## config.mk

```make
export PLATFORM = sky130hd
export DESIGN_NAME = sm83_instr_assembler
export DESIGN_NICKNAME = d
export VERILOG_FILES = /design/src/rtl/sm83_instr_assembler_pkg.sv /design/src/rtl/sm83_instr_fifo.sv /design/src/rtl/sm83_instr_assembler.sv
export SDC_FILE = /design/constraint.sdc
export NUM_CORES = 1
export LEC_CHECK = 0
export CAP_MARGIN = 20
export CORE_MARGIN = 2
export CORE_UTILIZATION = 53
export CTS_CLUSTER_SIZE = 20
export DETAILED_ROUTE_END_ITERATION = 8
export GPL_ROUTABILITY_DRIVEN = 0
export PLACE_DENSITY = 0.72
export SETUP_SLACK_MARGIN = 0.1
export SYNTH_ARGS = -nofsm -noshare
export SYNTH_HDL_FRONTEND = slang
export SYNTH_HIERARCHICAL = 1
export SYNTH_SLANG_ARGS = --single-unit
```

## constraint.sdc

```tcl
create_clock -name clk -period 3.4 [get_ports clk]
set_input_delay 0.51 -clock clk [delete_from_list [all_inputs] [get_ports clk]]
set_output_delay 0.51 -clock clk [all_outputs]
set_load 0.1 [all_outputs]
```

## src/rtl/sm83_instr_assembler_pkg.sv

```systemverilog
// sm83_instr_assembler_pkg: types and opcode tables for the SM83 instruction assembler
package sm83_instr_assembler_pkg;

    localparam int ASM_PC_W = 16;

    typedef enum logic [1:0] {
        S_OP,
        S_CB,
        S_IMM_LO,
        S_IMM_HI
    } asm_state_t;

    typedef struct packed {
        logic [7:0]          opcode;
        logic                is_cb;
        logic [15:0]         imm;
        logic [1:0]          len;
        logic [ASM_PC_W-1:0] pc;
        logic                illegal;
    } asm_instr_t;

    function automatic logic [1:0] sm83_instr_len(input logic [7:0] op);
        case (op)
            8'h01, 8'h11, 8'h21, 8'h31, 8'h08,
            8'hC2, 8'hC3, 8'hC4, 8'hCA, 8'hCC, 8'hCD,
            8'hD2, 8'hD4, 8'hDA, 8'hDC,
            8'hEA, 8'hFA: return 2'd3;
            8'h06, 8'h0E, 8'h16, 8'h1E, 8'h26, 8'h2E, 8'h36, 8'h3E,
            8'h18, 8'h20, 8'h28, 8'h30, 8'h38,
            8'hC6, 8'hCE, 8'hD6, 8'hDE, 8'hE6, 8'hEE, 8'hF6, 8'hFE,
            8'hE0, 8'hF0, 8'hE8, 8'hF8,
            8'h10: return 2'd2;
            default: return 2'd1;
        endcase
    endfunction

    function automatic logic sm83_is_illegal(input logic [7:0] op);
        case (op)
            8'hD3, 8'hDB, 8'hDD, 8'hE3, 8'hE4, 8'hEB,
            8'hEC, 8'hED, 8'hF4, 8'hFC, 8'hFD: return 1'b1;
            default: return 1'b0;
        endcase
    endfunction

endpackage

```

## src/rtl/sm83_instr_fifo.sv

```systemverilog
// sm83_instr_fifo: small synchronous FIFO with async reset, flush and occupancy count
module sm83_instr_fifo
    import sm83_instr_assembler_pkg::*;
#(
    parameter int  DEPTH = 4,
    parameter type T     = asm_instr_t
) (
    input  logic                     clk,
    input  logic                     rst_n,
    input  logic                     flush,
    input  logic                     push,
    input  T                         din,
    input  logic                     pop,
    output T                         dout,
    output logic                     empty,
    output logic                     full,
    output logic [$clog2(DEPTH):0]   count
);

    localparam int AW = $clog2(DEPTH);
    localparam logic [AW:0] FULL_CNT = (AW + 1)'(DEPTH);

    T              mem [DEPTH];
    logic [AW-1:0] wr_ptr, rd_ptr;
    logic          do_push, do_pop;

    assign empty   = count == '0;
    assign full    = count == FULL_CNT;
    assign do_push = push && !full && !flush;
    assign do_pop  = pop && !empty && !flush;
    assign dout    = empty ? '0 : mem[rd_ptr];

    // storage array; contents are don't-care until written, the head is masked while empty
    always_ff @(posedge clk) begin
        if (do_push) mem[wr_ptr] <= din;
    end

    // pointers wrap naturally because DEPTH is a power of two
    always_ff @(posedge clk or negedge rst_n) begin
        if (!rst_n) begin
            wr_ptr <= '0;
            rd_ptr <= '0;
            count  <= '0;
        end else if (flush) begin
            wr_ptr <= '0;
            rd_ptr <= '0;
            count  <= '0;
        end else begin
            if (do_push) wr_ptr <= wr_ptr + AW'(1);
            if (do_pop) rd_ptr <= rd_ptr + AW'(1);
            count <= count + {{AW{1'b0}}, do_push} - {{AW{1'b0}}, do_pop};
        end
    end

endmodule

```

## src/rtl/sm83_instr_assembler.sv

```systemverilog
// sm83_instr_assembler: assembles fetched SM83 bytes into whole instructions and queues them for decode
module sm83_instr_assembler
    import sm83_instr_assembler_pkg::*;
#(
    parameter int DEPTH = 4,
    parameter int PC_W  = 16
) (
    input  logic                     clk,
    input  logic                     rst_n,
    input  logic                     i_flush,
    input  logic [PC_W-1:0]          i_flush_pc,
    input  logic                     i_byte_valid,
    output logic                     o_byte_ready,
    input  logic [7:0]               i_byte,
    output logic                     o_instr_valid,
    input  logic                     i_instr_ready,
    output logic [7:0]               o_opcode,
    output logic                     o_is_cb,
    output logic [15:0]              o_imm,
    output logic [1:0]               o_len,
    output logic [PC_W-1:0]          o_pc,
    output logic                     o_illegal,
    output logic [$clog2(DEPTH):0]   o_count
);

    asm_state_t      state, state_nxt;
    logic [7:0]      op_q, imm_lo_q;
    logic [PC_W-1:0] pc, start_pc;
    logic            byte_acc, push, full, empty;
    asm_instr_t      push_d, head;

    assign byte_acc = i_byte_valid && o_byte_ready && !i_flush;

    // decide the next state and build the entry completed by the byte accepted this cycle
    always_comb begin
        state_nxt = state;
        push      = 1'b0;
        push_d    = '0;
        push_d.pc = ASM_PC_W'(start_pc);
        if (byte_acc) begin
            case (state)
                S_OP: begin
                    push_d.opcode  = i_byte;
                    push_d.pc      = ASM_PC_W'(pc);
                    push_d.len     = 2'd1;
                    push_d.illegal = sm83_is_illegal(i_byte);
                    push           = i_byte != 8'hCB && sm83_instr_len(i_byte) == 2'd1;
                    state_nxt      = i_byte == 8'hCB ? S_CB : push ? S_OP : S_IMM_LO;
                end
                S_CB: begin
                    push_d.opcode = i_byte;
                    push_d.is_cb  = 1'b1;
                    push_d.len    = 2'd2;
                    push          = 1'b1;
                    state_nxt     = S_OP;
                end
                S_IMM_LO: begin
                    push_d.opcode = op_q;
                    push_d.imm    = {8'h00, i_byte};
                    push_d.len    = 2'd2;
                    push          = sm83_instr_len(op_q) == 2'd2;
                    state_nxt     = push ? S_OP : S_IMM_HI;
                end
                S_IMM_HI: begin
                    push_d.opcode = op_q;
                    push_d.imm    = {i_byte, imm_lo_q};
                    push_d.len    = 2'd3;
                    push          = 1'b1;
                    state_nxt     = S_OP;
                end
                default: state_nxt = S_OP;
            endcase
        end
    end

    // FSM state, partial-instruction registers and the running byte pc
    always_ff @(posedge clk or negedge rst_n) begin
        if (!rst_n) begin
            state    <= S_OP;
            op_q     <= '0;
            imm_lo_q <= '0;
            pc       <= '0;
            start_pc <= '0;
        end else if (i_flush) begin
            state <= S_OP;
            pc    <= i_flush_pc;
        end else if (byte_acc) begin
            state <= state_nxt;
            pc    <= pc + PC_W'(1);
            if (state == S_OP) begin
                op_q     <= i_byte;
                start_pc <= pc;
            end
            if (state == S_IMM_LO) imm_lo_q <= i_byte;
        end
    end

    sm83_instr_fifo #(
        .DEPTH (DEPTH),
        .T     (asm_instr_t)
    ) u_fifo (
        .clk   (clk),
        .rst_n (rst_n),
        .flush (i_flush),
        .push  (push),
        .din   (push_d),
        .pop   (i_instr_ready),
        .dout  (head),
        .empty (empty),
        .full  (full),
        .count (o_count)
    );

    assign o_byte_ready  = !full;
    assign o_instr_valid = !empty;
    assign o_opcode      = head.opcode;
    assign o_is_cb       = head.is_cb;
    assign o_imm         = head.imm;
    assign o_len         = head.len;
    assign o_pc          = head.pc[PC_W-1:0];
    assign o_illegal     = head.illegal;

endmodule

```

# Yosys cells after proc, flatten, opt, wreduce, memory -nomap -nowiden
# Memories as Yosys holds them, arrays and structs flattened.
# Cells that the tools add are included.
# word_totals
output_inout_bits	49
inputBits	29
word_cells	177
mem_bits_rw	176
n_memories	1
ff_bits	57
# mem_list
memory	depth	word_bits	read_ports	rd_clocked_by_memory_dff	wr	line	rtl
u_fifo.mem	4	44	1	0	1	sm83_instr_fifo.sv:23	T mem [DEPTH];
# op_classes
n_eq_ne	105
bitwise	1
add_sub_neg	5
muxes	31
reduce_logical	26
# op_table
op	n
8-bit == test (second input constant)	60
8-bit by 6-bit == test with 1-bit output (second input constant)	20
44-bit 2-to-1 mux	2
8-bit by 5-bit == test with 1-bit output (second input constant)	10
26-bit OR reduction	2
17-bit OR reduction	2
8-bit by 4-bit == test with 1-bit output (second input constant)	4
16-bit 2-to-1 mux	2
16-bit case mux with 2 select lines	1
2-bit 2-to-1 mux	13
17-bit 2-to-1 mux	1
16-bit by 1-bit adder with 16-bit output (second input constant)	1
8-bit by 1-bit == test with 1-bit output (second input constant)	2
8-bit by 3-bit == test with 1-bit output (second input constant)	2
8-bit case mux with 2 select lines	1
2-bit case mux with 3 select lines	2
11-bit OR reduction	1
8-bit inequality test (second input constant)	1
2-bit case mux with 2 select lines	2
2-bit OR reduction	4
1-bit logical AND	7
2-bit == test (second input constant)	3
3-bit AND reduction	2
2-bit nonzero test	3
12 further kinds	20

# Depth between registers and ports, before layout
# depth
depth_word	14
mapped_depth	18
depth_no_buf	16

# Hierarchy
# Netlist, hierarchy kept.
# by_module_without_submodules
mod	cells_per_inst	seq_area_each_um2	area_each_um2	instances
sm83_instr_fifo	328	5460.2	7235.7	1
sm83_instr_assembler	300	1251.2	2961.6	1

# Worst setup path after synthesis
# No wires, ideal clock.
# synth_timing
path_kind	register to register
start	register u_fifo.count[1]
end	memory u_fifo/mem[0][0] (netlist name), enable pin
path_buffers	2
path_slack_ns	-0.604
required_time_ns	2.994
synth_period_minus_slack_ns	4.004
t_arrival_ns	3.598
path_stages_with_launch	11
setup_ns	0.406
cell_sequence	dfrtp_1 nor3b_2 nor2b_1 buf_4 nand2b_2 buf_2 nor2_1 a32o_1 inv_1 nor3_1 and2_1
# synth_via
elab_chain_len	9
# synth_lines
element	line	rtl
start, declared	sm83_instr_fifo.sv:17	output logic [$clog2(DEPTH):0] count
start signal, assigned	sm83_instr_fifo.sv:51	count <= count + {{AW{1'b0}}, do_push} - {{AW{1'b0}}, do_pop};
3-bit == test	sm83_instr_fifo.sv:28	assign full = count == FULL_CNT;
via full	sm83_instr_assembler.sv:29	logic byte_acc, push, full, empty;
1-bit zero test	sm83_instr_assembler.sv:114	assign o_byte_ready = !full;
1-bit logical AND (2 in a row)	sm83_instr_assembler.sv:32	assign byte_acc = i_byte_valid && o_byte_ready && !i_flush;
1-bit 2-to-1 mux	sm83_instr_assembler.sv:40	if (byte_acc) begin
via push	sm83_instr_assembler.sv:29	
1-bit logical AND (2 in a row)	sm83_instr_fifo.sv:29	assign do_push = push && !full && !flush;
1-bit 2-to-1 mux	sm83_instr_fifo.sv:35	if (do_push) mem[wr_ptr] <= din;
1-bit 2-to-1 mux (not written as such)	sm83_instr_fifo.sv:35	
end, declared	sm83_instr_fifo.sv:23	
# The timed path passes the listed nets, and every way through them passes these cells.

# Worst setup path after layout
# layout_timing
start	input port i_byte[7]
end	register u_fifo.count[2]
# layout_via
elab_chain_len	14
elab_cells_between_ends	58
cone_classes	add/sub: 2; eq/ne: 45; mux: 6; reduce/logical: 5
# layout_lines
element	line	rtl
start, declared	sm83_instr_assembler.sv:14	input logic [7:0] i_byte,
8-bit by 3-bit == test with 1-bit output, or another cell as far along	sm83_instr_assembler_pkg.sv:23	case (op)
26-bit OR reduction or 17-bit OR reduction (tied branches)	sm83_instr_assembler_pkg.sv:23	
2-bit case mux with 2 select lines	sm83_instr_assembler_pkg.sv:23	
2-bit 2-to-1 mux	sm83_instr_assembler.sv:41	case (state)
2-bit 2-to-1 mux	sm83_instr_assembler.sv:40	
2-bit by 1-bit == test with 1-bit output	sm83_instr_assembler.sv:47	push = i_byte != 8'hCB && sm83_instr_len(i_byte) == 2'd1;
1-bit logical AND *	sm83_instr_assembler.sv:47	
1-bit case mux with 3 select lines *	sm83_instr_assembler.sv:41	
1-bit 2-to-1 mux *	sm83_instr_assembler.sv:40	
via push	sm83_instr_assembler.sv:29	
1-bit logical AND * (2 in a row)	sm83_instr_fifo.sv:29	
3-bit by 1-bit adder with 3-bit output *	sm83_instr_fifo.sv:51	
3-bit by 1-bit subtractor with 3-bit output *	sm83_instr_fifo.sv:51	
3-bit 2-to-1 mux *	sm83_instr_fifo.sv:44	end else if (flush) begin
# Mark *: on every way through the listed nets, which the timed path passes. The rest lies on a longest branch. The select of a mux whose other input is x is not followed.
# A chain may end at the register's enable or synchronous reset.

==> out/metrics.cfg <==
[status]
status = complete, no violations

[critical_path]
crit_type = in -> reg
cp.arrival_ps = 3500
r2r_slack_ps = 340
required_ps = 3780
end_kind = flip-flop
critPathMaxFanout = 2
cp-start-kind = input pin

[global_routing]
grt_pass1_wl_um = 32200
antenna_found_initial = 0
grt_overflow = 0
grt_max_degree = 48
grt.total_usage_pct = 20.44
grt_pass1_vias = 5990

[sta]
min_period_ps = 3116
finalWorstSetupSlack_ps = 283.9
setup_viol = 0
fin_worst_skew_ps = 6.448
finalMaxSlewViolations = 0
slew_headroom_pct = 34.69
post-route-period-util_pct = 91.65
worst_pin_slew_ps = 976.7
setup_tns_ps = 0
max_freq_mhz = 320.9
finalHoldViolCount = 0
rsz0062_at_grt = no

[place]
port_buffers = 77
place_hpwl_um = 13250
post-place-ws_ps = -463.0

[yosys]
synth.area.mux_share_pct = 14.44
yosysUniqueCellTypes = 56
syn_avg_cell_area_um2 = 16.24
synth_compound_area_share_pct = 3.975
synth_xor_area_share_pct = 1.632
yosys.area_share.adder_pct = 1.546
synth_seq_cells = 233
synth_edf_count = 176
ys_warn_count = 6
ys_async_sr_fraction_pct = 24.46
yosys.area_share.simple_pct = 9.706
syn_area_mm2 = 0.01020
ys_seq_area_share_pct = 65.82
syn-num-nets = 669
syn_inst = 628
ys.flop_type = edfxtp_1
synth_top_family_by_area = multiplexers

[routing]
first_iter_violations = 516
remaining_drc_errors = 0
wirelength_um = 20120
ant_nets = 0
vias_per_cell = 5.659
vias = 5631
wl_per_cell_um = 20.22
drtPass1Iterations = 5

[clock_network]
htreeDepth = 1
insertion_delay_ps = 510
numCtsBuffers = 24
cts_tree = built
cts_sinks = 233
cts_hold_buf = 0
cts_root_buf = clkbuf_16
clk_pin_slew_ps = 60
clockBufferDepth = 3
cts_setup_buffers = 0

[power]
leakage_nw = 4.551
pwr_density_cell_mw_per_mm2 = 859.4
peakVddDrop_mv = 0.5599

[finish]
n_antenna_cell = 0
utilization_pct = 65.39
final_nets = 784
drive_gt1_share_pct = 34.56
syn_to_final_growth_pct = 20.36

[flow_run]
drv_cap = 0

[floorplan]
io_pins = 78
initial_core_util_pct = 54.33
die_x_um = 142.7
die_area_mm2 = 0.02037
core-area_mm2 = 0.01877
rows = 50
die_y_um = 142.7

[worst_hold_path]
worst_hold_path_type = in -> async

[state kept, by name, indices dropped and copies added (netlist names)]
register       cells
imm_lo_q           8
op_q               8
pc                16
start_pc          16
state              2
u_fifo/count       3
u_fifo/mem       176
u_fifo/rd_ptr      2
u_fifo/wr_ptr      2
[area by class of cell]
| class | instances | area [um2] |
|---|---|---|
| fillers | 1348 | 6495 |
| multi-input cells | 342 | 3263 |
| inverters | 16 | 60.06 |
| clock buffers | 33 | 695.7 |
| repair buffers | 126 | 1152 |
| clock inverters | 11 | 86.33 |
| well taps | 234 | 292.8 |
| flip-flops and latches | 233 | 6723 |
[stage by stage]
step           power, mW  instances  cell area (um2)  hold slack [ps]
6_report           10.55        995            12270            116.6
5_1_grt            10.98        995            12270            182.6
4_1_cts            10.63        995            12220            142.2
3_5_place_dp       8.072        951            11440            460.2
3_3_place_gp       7.994        951            11440            453.5
2_1_floorplan      7.191        628            10240            214.4
[worst max-delay path: stages]
cell	delay (ps)
clkdlybuf4s50_1	510
nand2_2	90
buf_4	150
a311oi_2	210
o21ai_1	140
o311a_1	160
a32o_1	260
inv_1	80
nor3_2	50
inv_1	70
ha_1	220
inv_1	50
ha_1	120
inv_1	50
fa_1	400
xor2_1	200
and2_1	180
nor3_2	40
[metal layers]
layer / share of wire, % / wire (um) / global-route usage, %
met5: 0 / 0 / 0
met4: 1.7 / 352 / 4.534
met3: 4.4 / 888 / 2.783
met2: 51 / 10320 / 36.29
met1: 43 / 8549 / 27.14
[power breakdown]
| part | internal, mW | switching (mW) |
|---|---|---|
| Clock | 1.51 | 1.05 |
| Sequential | 3.47 | 0.244 |
| Combinational | 1.29 | 2.98 |
| Total | 6.27 | 4.28 |
[Yosys cell counts (2+ instances only)]
| master | n | area share, % |
|---|---|---|
| a21oi_1 | 12 | 0.59 |
| a22o_1 | 8 | 0.69 |
| a31oi_1 | 2 | 0.12 |
| and2_1 | 7 | 0.43 |
| and3_1 | 9 | 0.55 |
| buf_12 | 3 | 0.59 |
| buf_2 | 13 | 0.64 |
| buf_4 | 3 | 0.22 |
| clkbuf_1 | 15 | 0.55 |
| dfrtp_1 | 57 | 14 |
| edfxtp_1 | 176 | 52 |
| ha_1 | 11 | 1.3 |
| inv_1 | 16 | 0.59 |
| mux2_2 | 41 | 4.5 |
| mux2i_1 | 2 | 0.20 |
| mux4_2 | 44 | 9.7 |
| nand2_1 | 38 | 1.4 |
| nand2b_1 | 3 | 0.18 |
| nand3_1 | 4 | 0.20 |
| nor2_1 | 15 | 0.55 |
| nor2_4 | 2 | 0.22 |
| nor2b_1 | 37 | 2.3 |
| nor2b_4 | 11 | 1.5 |
| nor3_1 | 7 | 0.34 |
| nor3_2 | 3 | 0.29 |
| o21ai_0 | 34 | 1.7 |
| o21ai_1 | 5 | 0.25 |
| o31ai_1 | 3 | 0.22 |
| or3_1 | 3 | 0.18 |
| xnor2_1 | 10 | 0.86 |
| xor2_1 | 9 | 0.77 |
[kinds of logic after synthesis]
logic type,after synthesis
flip-flops,233
buffers and inverters,53
multiplexers,87
AND/OR/NAND/NOR,155
AO/OA/AOI/OAI,69
adder cells (fa/ha/maj),12
XOR/XNOR,19
[what timing repair did]
action / CTS / global route
pin swaps: 0 / 3
setup endpoints to repair: 1 / 1
gates cloned: 0 / 0
gates resized for setup: 1 / 15
[placed cells by master (no fill, tap or decap), types with 12 or more instances in the layout]
cell type / instances
clkbuf_16: 25
nor2b_4: 12
o21ai_0: 33
mux4_2: 44
inv_1: 16
nor2_1: 14
buf_4: 86
dfrtp_1: 52
nand2_1: 37
clkdlybuf4s50_1: 23
mux2_2: 41
a21oi_1: 12
nor2b_1: 36
edfxtp_1: 176
[path summary, 6_finish.rpt]
check                        startpoint              end  depth (start not counted)
hold / removal                    rst_n            pc[8]                          1
setup / recovery              i_byte[7]  u_fifo/count[2]                         18
setup reg to reg               state[0]  u_fifo/count[2]                         16
min in group clk           start_pc[13]     start_pc[13]                          2
hold reg to reg            start_pc[13]     start_pc[13]                          2
max in group asynchronous         rst_n     start_pc[12]                          2
(Power assumes the default switching activity.)
==> variant: new RTL, config.mk and constraints unchanged <==
Reset style: synchronous (`rst_n`), changed in 2 clocked blocks. Comments in the files are not updated.
--- a/src/rtl/sm83_instr_fifo.sv
+++ b/src/rtl/sm83_instr_fifo.sv
@@ -36,7 +36,7 @@
     end
 
     // pointers wrap naturally because DEPTH is a power of two
-    always_ff @(posedge clk or negedge rst_n) begin
+    always_ff @(posedge clk) begin
         if (!rst_n) begin
             wr_ptr <= '0;
             rd_ptr <= '0;
--- a/src/rtl/sm83_instr_assembler.sv
+++ b/src/rtl/sm83_instr_assembler.sv
@@ -74,7 +74,7 @@
     end
 
     // FSM state, partial-instruction registers and the running byte pc
-    always_ff @(posedge clk or negedge rst_n) begin
+    always_ff @(posedge clk) begin
         if (!rst_n) begin
             state    <= S_OP;
             op_q     <= '0;
Behaviour: differs if rst_n is asserted again (counterexample within 4 cycles, from zero or initial values and one cycle with rst_n low); with rst_n held inactive, the same outputs for 4 cycles.
==> variant against the original RTL <==
Synthesized cell count is 8.0% higher; worst setup slack worse by 180 ps; wire length is 1.1% higher; design area is 2.1% lower; sequential cell count is 2 higher; area after synthesis is 1.8% lower; critical path depth is 2 lower; count of clock-buffer cells in the layout is 5 lower; utilization is 0.94 points lower; highest routed layer unchanged.
Power is not compared: it rests on default switching activity, and its combinational part moved more than twofold at a synthesized area within 25%.
==> variant: results (changes against the original RTL) <==
stage,metric,value,unit,change
status,status,completed,,
worst_setup_path,Crit path max-delay family,compound AO/OA/AOI/OAI gates,,
placement,placed cell area,11140,um2,-2.6%
finish,# nets final,821,,+4.7%
synthesis,dominant cells by area after synthesis,"edfxtp_1 (53%), dfxtp_1 (12%), mux4_2 (9.9%), nand2_1 (2.9%), nor2b_1 (2.7%)",,
synthesis,Syn Nets,719,,+7.5%
detailed_routing,1st-pass router iterations,4,,-1
synthesis,synth unique cells,53,,-5.4%
synthesis,Compound-Gate Fraction of Synth Area,4.586,%,+0.61 points
synthesis,XOR/XNOR Fraction of Synth Area,1.574,%,-0.057 points
synthesis,register area share after synthesis,64.58,%,-1.2 points
sta,relative slew slack,34.79,%,+0.11 points
worst_setup_path,Worst Path Arrival,3680,ps,+180 ps
detailed_routing,final wirelength,20340,um,+1.1%
detailed_routing,Iter 0 DRT Violations,370,,-28%
synthesis,Async SR Flop Fraction,0,%,-24 points
worst_setup_path,cell depth of the worst flop-to-flop path,15,,-1
global_route,GRT Util Overall,20.67,%,+0.23 points
cts,Resized Gates After CTS,0,,-1
global_route,first-pass GRT wire length,32030,um,-0.52%
global_route,vias in the first global route,5949,,-0.68%
detailed_routing,via-per-instance ratio,5.618,,-0.73%
sta,Worst Skew,18.42,ps,+11.97 ps
placement,placed cells,988,,+3.9%
placement,post-DP HPWL,13370,um,+0.92%
synthesis,syn_area_per_cell,14.77,um2,-9.0%
detailed_routing,DR vias,5798,,+3.0%
finish,share of cells above drive strength 1,26.19,%,-8.4 points
worst_setup_path,CP Launch Point,i_byte[1],,
worst_setup_path,"slowest stage delay, CP",560,ps,+50 ps
## variant: metal layers
layer,routed length (um),global-route usage (%)
met4,322,5.053
met2,10070,35.49
met1,9001,27.90
met3,939,3.409
met5,0,0
## variant: power groups by stage
| stage | combinational (mW) | clock, mW | sequential [mW] |
|---|---|---|---|
| global route | 0.415 | 2.88 | 3.14 |
| floorplan | 0.254 | 0 | 3.19 |
| finish | 0.386 | 2.72 | 3.14 |
| detailed placement | 0.381 | 0 | 3.20 |
| CTS | 0.382 | 2.78 | 3.13 |
| global placement | 0.370 | 0 | 3.19 |
## variant: cell type report
class                      count  area, um2  area share (%)
sequential                   235       6481           53.94
multi-input combinational    387       3321           27.64
timing repair buffer         116       1028           8.560
clock buffer                  28      646.9           5.384
tap                          234      292.8           2.437
clock inverter                16      182.7           1.520
inverter                      16      62.56          0.5207
## variant: kinds of logic after synthesis
group,after synthesis
muxes,67
xor gates and xnor gates,18
adders and majority gates,12
buffers and inverters,56
and+or+nand+nor,221
DFF,235
AOI/OAI and AO/OA,69
## variant: worst paths after layout
check | endpoint | slack (ps)
worst max-delay path | u_fifo/count[2] | 110
worst min-delay path | imm_lo_q[7] | 460
worst max register to register | u_fifo/count[2] | 310
worst min register to register | imm_lo_q[7] | 460
## variant: tightest hold or removal path: cells and delay by family (launching register included)
family | cells | cell delay, ps
DFF | 1 | 310
and+or+nand+nor | 1 | 50
AOI/OAI and AO/OA | 1 | 50
## variant: per-stage QoR
stage | hold WS, ps | total power [mW] | setup slack [ps] | util, %
2_1_floorplan | 434.7 | 3.443 | 119.3 | -
3_3_place_gp | 440.5 | 3.563 | -210.0 | 59.77
3_5_place_dp | 446.1 | 3.577 | -325.0 | 59.77
4_1_cts | 455.7 | 6.295 | 149.1 | 64.22
5_1_grt | 478.6 | 6.435 | -16.90 | 64.45
6_report | 456.0 | 6.242 | 105.4 | 64.45
